[config.mk]
export PLATFORM = sky130hd
export DESIGN_NAME = rom_dl_router
export DESIGN_NICKNAME = d
export VERILOG_FILES = /design/src/rtl/rom_dl_router.sv
export SDC_FILE = /design/constraint.sdc
export NUM_CORES = 1
export LEC_CHECK = 0
export ABC_AREA = 1
export BUFFER_PORTS_ARGS = -buffer_cell sky130_fd_sc_hd__buf_2
export CORE_UTILIZATION = 55
export CTS_CLUSTER_DIAMETER = 30
export DETAILED_ROUTE_END_ITERATION = 16
export PLACE_DENSITY = 0.75
export SYNTH_ARGS = -nofsm -noshare
export SYNTH_HDL_FRONTEND = slang
export SYNTH_SLANG_ARGS = --single-unit
export TNS_END_PERCENT = 5
[constraint.sdc]
create_clock -name clk_sys -period 5 [get_ports clk_sys]
set_clock_uncertainty 0.05 [all_clocks]
set_input_delay 0.5 -clock clk_sys [delete_from_list [all_inputs] [get_ports clk_sys]]
set_output_delay 0.5 -clock clk_sys [all_outputs]
set_load 0.05 [all_outputs]
[src/rtl/rom_dl_router.sv]
// Download router: buffers ioctl bytes, routes them to sdram ports / sound dpram / PROMs, stretches core reset.
// Optional ROM_CHECKSUM_EN adds a rom_sum output (16-bit sum of every popped byte).
module rom_dl_router #(
    parameter int unsigned FIFO_DEPTH   = 8,
    parameter logic [15:0] RESET_CYCLES = 16'hFFFF,
    parameter logic [23:0] SP_BASE      = 24'h30000
) (
    input  logic        clk_sys,
    input  logic        reset_n,
    input  logic        ioctl_download,
    input  logic [7:0]  ioctl_index,
    input  logic        ioctl_wr,
    input  logic [24:0] ioctl_addr,
    input  logic [7:0]  ioctl_dout,
    output logic        ioctl_wait,
    input  logic        status_reset,
    output logic        port1_req,
    input  logic        port1_ack,
    output logic [22:0] port1_a,
    output logic [1:0]  port1_ds,
    output logic [15:0] port1_d,
    output logic        port2_req,
    input  logic        port2_ack,
    output logic [22:0] port2_a,
    output logic [1:0]  port2_ds,
    output logic [15:0] port2_d,
    output logic        snd_we,
    output logic [15:0] snd_addr,
    output logic [7:0]  snd_data,
    output logic        prom_we,
    output logic [11:0] prom_addr,
    output logic [7:0]  prom_data,
    output logic        dl_busy,
    output logic        dl_overflow,
    output logic        rom_loaded,
`ifdef ROM_CHECKSUM_EN
    output logic [15:0] rom_sum,
`endif
    output logic        core_reset
);
    localparam int unsigned PW = $clog2(FIFO_DEPTH);
    localparam int unsigned CW = PW + 1;

    localparam logic [1:0] S_IDLE  = 2'd0;
    localparam logic [1:0] S_ISSUE = 2'd1;
    localparam logic [1:0] S_WAIT  = 2'd2;

    logic [1:0]    state, state_nxt;
    logic [31:0]   mem [FIFO_DEPTH];
    logic [PW-1:0] wr_ptr, rd_ptr;
    logic [CW-1:0] count, count_nxt;
    logic          push_req, full, push, pop;
    logic [23:0]   entry_addr;
    logic [23:0]   hold_addr, sp_addr;
    logic [7:0]    hold_data;
    logic          in_sd, in_sp, in_snd, in_prom;
    logic          dl_seen;
    logic [15:0]   rst_cnt;

    // Addresses beyond 24 bits fall outside the ROM map and are forced into the discard range
    assign entry_addr = ioctl_addr[24] ? 24'hFFFFFF : ioctl_addr[23:0];
    assign push_req   = ioctl_download && (ioctl_index == 8'd0) && ioctl_wr;
    assign full       = (count == CW'(FIFO_DEPTH));
    assign push       = push_req && !full;
    assign pop        = (state == S_IDLE) && (count != '0);

    assign in_sd   = hold_addr < 24'hA0000;
    assign in_sp   = (hold_addr >= SP_BASE) && (hold_addr < 24'h90000);
    assign in_snd  = (hold_addr >= 24'h20000) && (hold_addr < 24'h30000);
    assign in_prom = (hold_addr >= 24'hA0000) && (hold_addr < 24'hA0920);
    assign sp_addr = hold_addr - SP_BASE;

    always_comb begin
        count_nxt = count;
        if (push && !pop)
            count_nxt = count + CW'(1);
        else if (!push && pop)
            count_nxt = count - CW'(1);
    end

    always_ff @(posedge clk_sys or negedge reset_n) begin
        if (!reset_n) state <= S_IDLE;
        else          state <= state_nxt;
    end

    always_comb begin
        state_nxt = state;
        case (state)
            S_IDLE:  if (count != '0) state_nxt = S_ISSUE;
            S_ISSUE: state_nxt = in_sd ? S_WAIT : S_IDLE;
            S_WAIT:  if ((port1_ack == port1_req) && (!in_sp || (port2_ack == port2_req)))
                         state_nxt = S_IDLE;
            default: state_nxt = S_IDLE;
        endcase
    end

    // Storage needs no reset: a flush only clears the pointers
    always_ff @(posedge clk_sys) begin
        if (push) mem[wr_ptr] <= {entry_addr, ioctl_dout};
    end

    always_ff @(posedge clk_sys or negedge reset_n) begin
        if (!reset_n) begin
            wr_ptr      <= '0;
            rd_ptr      <= '0;
            count       <= '0;
            hold_addr   <= '0;
            hold_data   <= '0;
            ioctl_wait  <= 1'b0;
            dl_busy     <= 1'b0;
            dl_overflow <= 1'b0;
        end else begin
            if (push) wr_ptr <= wr_ptr + PW'(1);
            if (pop) begin
                rd_ptr                 <= rd_ptr + PW'(1);
                {hold_addr, hold_data} <= mem[rd_ptr];
            end
            count       <= count_nxt;
            ioctl_wait  <= count_nxt >= CW'(FIFO_DEPTH - 2);
            dl_busy     <= (count_nxt != '0) || (state_nxt != S_IDLE);
            dl_overflow <= dl_overflow || (push_req && full);
        end
    end

    // Sink side: address/data held from ISSUE until the next entry for that port
    always_ff @(posedge clk_sys or negedge reset_n) begin
        if (!reset_n) begin
            port1_req <= 1'b0;  port1_a <= '0;  port1_ds <= '0;  port1_d <= '0;
            port2_req <= 1'b0;  port2_a <= '0;  port2_ds <= '0;  port2_d <= '0;
            snd_we    <= 1'b0;  snd_addr <= '0; snd_data <= '0;
            prom_we   <= 1'b0;  prom_addr <= '0; prom_data <= '0;
        end else begin
            snd_we  <= 1'b0;
            prom_we <= 1'b0;
            if (state == S_ISSUE) begin
                if (in_sd) begin
                    port1_req <= ~port1_req;
                    port1_a   <= hold_addr[23:1];
                    port1_ds  <= {hold_addr[0], ~hold_addr[0]};
                    port1_d   <= {hold_data, hold_data};
                end
                if (in_sp) begin
                    port2_req <= ~port2_req;
                    port2_a   <= sp_addr[23:1];
                    port2_ds  <= {sp_addr[0], ~sp_addr[0]};
                    port2_d   <= {hold_data, hold_data};
                end
                if (in_snd) begin
                    snd_we   <= 1'b1;
                    snd_addr <= hold_addr[15:0];
                    snd_data <= hold_data;
                end
                if (in_prom) begin
                    prom_we   <= 1'b1;
                    prom_addr <= hold_addr[11:0];
                    prom_data <= hold_data;
                end
            end
        end
    end

    // rom_loaded needs a download to have actually happened before it can latch
    always_ff @(posedge clk_sys or negedge reset_n) begin
        if (!reset_n) begin
            dl_seen    <= 1'b0;
            rom_loaded <= 1'b0;
            rst_cnt    <= RESET_CYCLES;
            core_reset <= 1'b1;
        end else begin
            dl_seen    <= dl_seen || ioctl_download;
            rom_loaded <= rom_loaded ||
                          (dl_seen && !ioctl_download && (count == '0) && (state == S_IDLE));
            if (status_reset || ioctl_download || !rom_loaded || dl_busy)
                rst_cnt <= RESET_CYCLES;
            else if (rst_cnt != 16'd0)
                rst_cnt <= rst_cnt - 16'd1;
            core_reset <= (rst_cnt != 16'd0);
        end
    end

`ifdef ROM_CHECKSUM_EN
    logic dl_prev;

    always_ff @(posedge clk_sys or negedge reset_n) begin
        if (!reset_n) begin
            dl_prev <= 1'b0;
            rom_sum <= '0;
        end else begin
            dl_prev <= ioctl_download;
            if (ioctl_download && !dl_prev)
                rom_sum <= '0;
            else if (pop)
                rom_sum <= rom_sum + 16'(mem[rd_ptr][7:0]);
        end
    end
`endif

endmodule
Word level (Yosys, flattened, before mapping) --
Memory sizes are Yosys's and may differ from the RTL's. A register that Yosys moved wholly into a read port is not among the register bits. Index checks and enable logic that the tools add are counted.
Storage, ports and cells: bits in registers 164, RAM bits 256, logic and storage cells 105, memories kept 1
Memories:
- mem | depth 8, bits a word 32, read ports 1, clocked after memory_dff 1, write ports 1, RTL line 49 | logic [31:0] mem [FIFO_DEPTH];
Cells by class: add/subtract/negate cells 6, order comparisons 8, eq/ne operators 5, mux-type cells 15, bitwise gates (word level) 4, reductions and logical operators 41
Operators by type and width (number):
- 24-bit by 20-bit < comparator with 1-bit output (second input constant) | 3
- 24-bit by 18-bit greater-or-equal comparator with 1-bit output (second input constant) | 2
- 16-bit two-way mux | 2
- 24-bit by 20-bit greater-or-equal comparator with 1-bit output (second input constant) | 1
- 24-bit by 18-bit < comparator with 1-bit output (second input constant) | 1
- 24-bit two-way mux | 1
- 24-bit by 18-bit subtractor with 24-bit output (second input constant) | 1
- 16-bit nonzero test | 1
- 16-bit by 1-bit subtractor with 16-bit output (second input constant) | 1
- 1-bit logical AND | 14
- 8-bit zero test | 1
- 1-bit logical OR | 8
- 4-bit two-way mux | 2
- 2-bit AND reduction | 4
- 4-bit nonzero test | 2
- 1-bit zero test | 7
- 3-bit by 1-bit adder with 3-bit output (second input constant) | 2
- 1-bit two-way mux | 6
- 2-bit two-way mux | 3
- 2-bit case mux with 3 select lines | 1
- 4-bit by 1-bit adder with 4-bit output (second input constant) | 1
- 4-bit equality test (second input constant) | 1
- 4-bit by 3-bit greater-or-equal comparator with 1-bit output (second input constant) | 1
- 4-bit zero test | 1
- 7 further kinds | 12

Longest topological paths before layout --
depth in word-level cells 10, depth in mapped cells 12, depth with buffers taken out 12

Worst setup path after synthesis --
OpenSTA, ideal clock, no wires.
path kind register to register, from reg count[0], to mem mem[3][0] (enable), setup time 0.461 ns, arrival time 3.336 ns, path slack 1.152 ns, stages on the path, launching flop included 8, clock period less this slack 3.848 ns, cell sequence dfrtp_1 -> inv_1 -> ha_1 -> nand3_2 -> nand3_2 -> nor2_1 -> inv_1 -> nor3_1
On the way: longest elaborated chain between the ends 5
RTL lines:
- start: declaration | RTL line 51 | logic [CW-1:0] count, count_nxt;
- start signal: assignment | RTL line 118 | count <= count_nxt;
- 4-bit equality test | RTL line 63 | assign full = (count == CW'(FIFO_DEPTH));
- 1-bit zero test | RTL line 64 | assign push = push_req && !full;
- 1-bit logical AND | RTL line 64
- 1-bit two-way mux | RTL line 99 | if (push) mem[wr_ptr] <= {entry_addr, ioctl_dout};
- 1-bit two-way mux (not written as such) | RTL line 99
- end: declaration | RTL line 49
No other way between the ends.

Worst setup path in the final report --
from reg state[1], to reg port2_a[20]
On the way: longest elaborated chain between the ends 2
RTL lines:
- start: declaration | RTL line 48 | logic [1:0] state, state_nxt;
- start signal: assignment | RTL line 83 | else state <= state_nxt;
- 2-bit by 1-bit equality test with 1-bit output | RTL line 135 | if (state == S_ISSUE) begin
- 2-bit AND reduction (no line)
- end signal: assignment | RTL line 144 | port2_a <= sp_addr[23:1];
- end: declaration | RTL line 24 | output logic [22:0] port2_a,
No other way between the ends. A chain may end at the register's enable or synchronous reset.

==> results.md <==
- Status: finished with violations
- Violated checks: negative hold slack
- Worst Reg-to-Reg Cells: 4
- Buffer type at the clock tree root: clkbuf_16
- # Post-CTS Setup Buffers: 0
- Count of cells resized by post-cts repair: 0
- CTS tree: yes
- Critical path arrival: 3.28 ns
- FF+latch count, synth: 436
- Area added between synthesis and finish: 22.4%
- Post-synthesis cell area: 17700 sq um
- Startpoint-to-endpoint class of the critical path: reg2reg
- Share of the core filled with cells: 0.686
- I/O pin total: 183
- Number of antenna violations at the first check in global routing: 0
- Hold Buf Count CTS: 0
- CP endpoint kind: flip-flop
- Final setup violation count: 0
- DIE AREA: roughly 33000 sq um
- # rows: 65
- Complex-gate fraction of the synthesized area: 0.114
- Unrepaired setup endpoints after global routing: false
- Number of different library cells in the post-synthesis netlist: 42
- First-pass GRT wire length: a little under 70 mm
- Main flop type after synthesis: edfxtp_1
- Path class of the lowest-slack min-delay path: in2async
- Standard cell with the maximum stage delay on the critical path: nand3_2
- Count of mapped cells out of synthesis: 1508
- Total negative slack: 0 ns
- Starting utilization of the core area: 0.560
- Post-Route Hold Slack: -0.0222 ns
- Commonest cells after routing, fill and taps aside: edfxtp_1 (256), nand2_1 (196), o21ai_0 (186), buf_2 (181), nor2_1 (171)
- Post-detail-place hpwl: about 25 mm
- Area share of fa/ha/maj cells after synthesis: 0.00565
- Critical Path Start Type: flip-flop
- Final routed wirelength across all metal layers: roughly 44 mm
- GRT Residual Overflow: 0
- Core footprint: 31600 sq um
- Insertion delay of the later-clocked pin in the worst-skew pair: 0.58 ns
- Iteration-0 DRC count of the detailed router: about 1200
- FFs w/ async S/R, synth: 0.413
- Worst EP required: around 5.4 ns
- Average vias per placed instance: between 5 and 6
- Final hold viol count: 16
- Post-synthesis sequential area ratio: 0.689
- DRT Pass-1 Iters: 5
- Fraction of synthesized cell area in xor and xnor cells: 0.00543
- Largest stage delay on the critical path: between 1 and 1.5 ns
- Mux share of post-synthesis cell area: 0
- DIE WIDTH: between 150 and 200 um
- Leakage power: about 8.9 nW
- DR WL/cell: 20.2 um
- Synth Net Count: 1564
- Via count: 12600
- Top fanout value on the critical path: ~60
- End of the worst register-to-register path: port2_a[20]$_DFFE_PN0P_
- Clock transition at path regs: about 0.050 ns
- Crit-path cells: nor2_4 -> nand3_2 -> a31oi_1 -> a21oi_1
- Per-instance average area after synthesis: between 10 and 15 sq um
- Number of global-route vias before repair: about 12000
- TritonCTS buffer count: 82
- Fmax: between 300 and 400 MHz
- Most common cell after layout, fill and taps aside: edfxtp_1
- Final #Nets: roughly 1700
- Number of nets with antenna violations after routing: 0
- Largest net degree at the start of global routing: around 100
- DRC errors left: 0
- Die extent in y: about 180 um
- GRT Resource Usage Total: 0.267
- Count of flip-flops with a built-in enable after synthesis: 256
- Share of layout cells above drive strength 1: 0.257
- Worst slew slack as a fraction of its limit: 0.197
- Diodes inserted: 0
- Reg-to-reg startpoint: state[1]$_DFF_PN0_
- Count of clock tree sinks: roughly 440
- Maximum Capacitance Violations: 0
- PD cells: ~730 nW/um^2
- Worst IR drop on VDD: 389 uV
- Buf+Inv Stages, Crit Path: 0
- IO buf count: around 180
- Part of the cycle the worst path needs: 0.584
- Area fraction in and, or, nand and nor cells after synthesis: 0.133
- Number of levels in the clock H-tree: 3
- Final number of max-transition violations: 0
- Maximum count of clock buffers along a single path: 3
- Worst R2R Setup Slack: about 2.1 ns
- Cell class contributing the biggest share of worst-path delay: simple AND/OR/NAND/NOR gates
- Tightest Pin Transition: between 1 and 1.5 ns
- Ys Warns: 0
- Dominant combinational cell family by area after synthesis: simple AND/OR/NAND/NOR gates
- Final GP Congestion: just under 0.9
- Min Tclk post-route: ~2.9 ns
-- layer usage --
layer | track usage | wire length [um] | vias to the layer above
li1 | - | - | 5688
met1 | 0.356 | 18000 | 6184
met2 | 0.431 | 20800 | 627
met3 | 0.0616 | 3630 | 95
met4 | 0.0983 | 1200 | 0
met5 | 0 | 0 | -
-- cell families after synthesis --
logic type / Yosys count
fa+ha+maj: 8
buf+inv: 200
flops: 436
xor+xnor: 11
simple gates: 517
compound gates: 336
-- through the flow --
| step | cells | instance area (sq um) | hold WS, ns | setup WS (ns) | power (mW) |
|---|---|---|---|---|---|
| 2_1_floorplan | 1508 | 17700 | 0.154 | 1.15 | 8.69 |
| 3_3_place_gp | 2010 | 18800 | 0.395 | 2.25 | 9.89 |
| 3_5_place_dp | 2010 | 18800 | 0.405 | 2.12 | 10.0 |
| 4_1_cts | 2161 | 21700 | 0.0209 | 2.10 | 15.8 |
| 5_1_grt | 2161 | 21700 | 0.0458 | 1.84 | 16.5 |
| 6_report | 2161 | 21700 | -0.0222 | 2.08 | 15.8 |
-- area by class of cell --
type                       count  area (sq um)
inverter                     101           384
clock buffer                  93          2170
multi-input combinational    872          4640
tap                          402           503
fill                        2170          9930
timing repair buffer         199          1040
sequential                   436         12200
clock inverter                58           752
-- sequential cells by signal (all words and copies together) (netlist names), 12 cells and up --
name,cells
snd_addr,16
prom_addr,12
hold_addr,24
mem,256
port2_a,23
rst_cnt,16
port1_a,23
-- Yosys cell counts, types with 17 or more instances --
cell type	n	share of area
nor2_1	173	0.037
o21ai_2	21	0.010
o21ai_1	38	0.011
o221ai_1	55	0.027
buf_2	28	0.0079
dfrtp_1	163	0.23
or2_2	28	0.0099
inv_1	87	0.018
buf_4	21	0.0089
nand3_1	45	0.013
o21ai_0	186	0.053
edfxtp_1	256	0.43
dfstp_2	17	0.025
nand2_1	196	0.041
nand4_1	37	0.013
clkbuf_1	41	0.0087
-- report_power, final --
part	leakage [nW]	internal, mW	switching [mW]
Combinational	3.00	1.19	4.03
Clock	1.40	3.86	1.88
Sequential	4.51	4.41	0.463
-- how the worst max path moves through the flow --
stage                          startpoint                        end  slack, ns  cells after the start
floorplan              count[0]$_DFF_PN0_        mem[3][0]$_DFFE_PP_       1.15                      7
global placement       state[1]$_DFF_PN0_    port2_a[22]$_DFFE_PN0P_       2.25                      4
detailed placement  rd_ptr[0]$_DFFE_PN0P_   hold_addr[0]$_DFFE_PN0P_       2.12                      6
CTS                 rd_ptr[0]$_DFFE_PN0P_   hold_addr[1]$_DFFE_PN0P_       2.10                      6
global route        rd_ptr[0]$_DFFE_PN0P_  hold_addr[16]$_DFFE_PN0P_       1.84                      6
finish                 state[1]$_DFF_PN0_    port2_a[20]$_DFFE_PN0P_       2.08                      4
No activity file was read; power rests on OpenSTA's default activity.
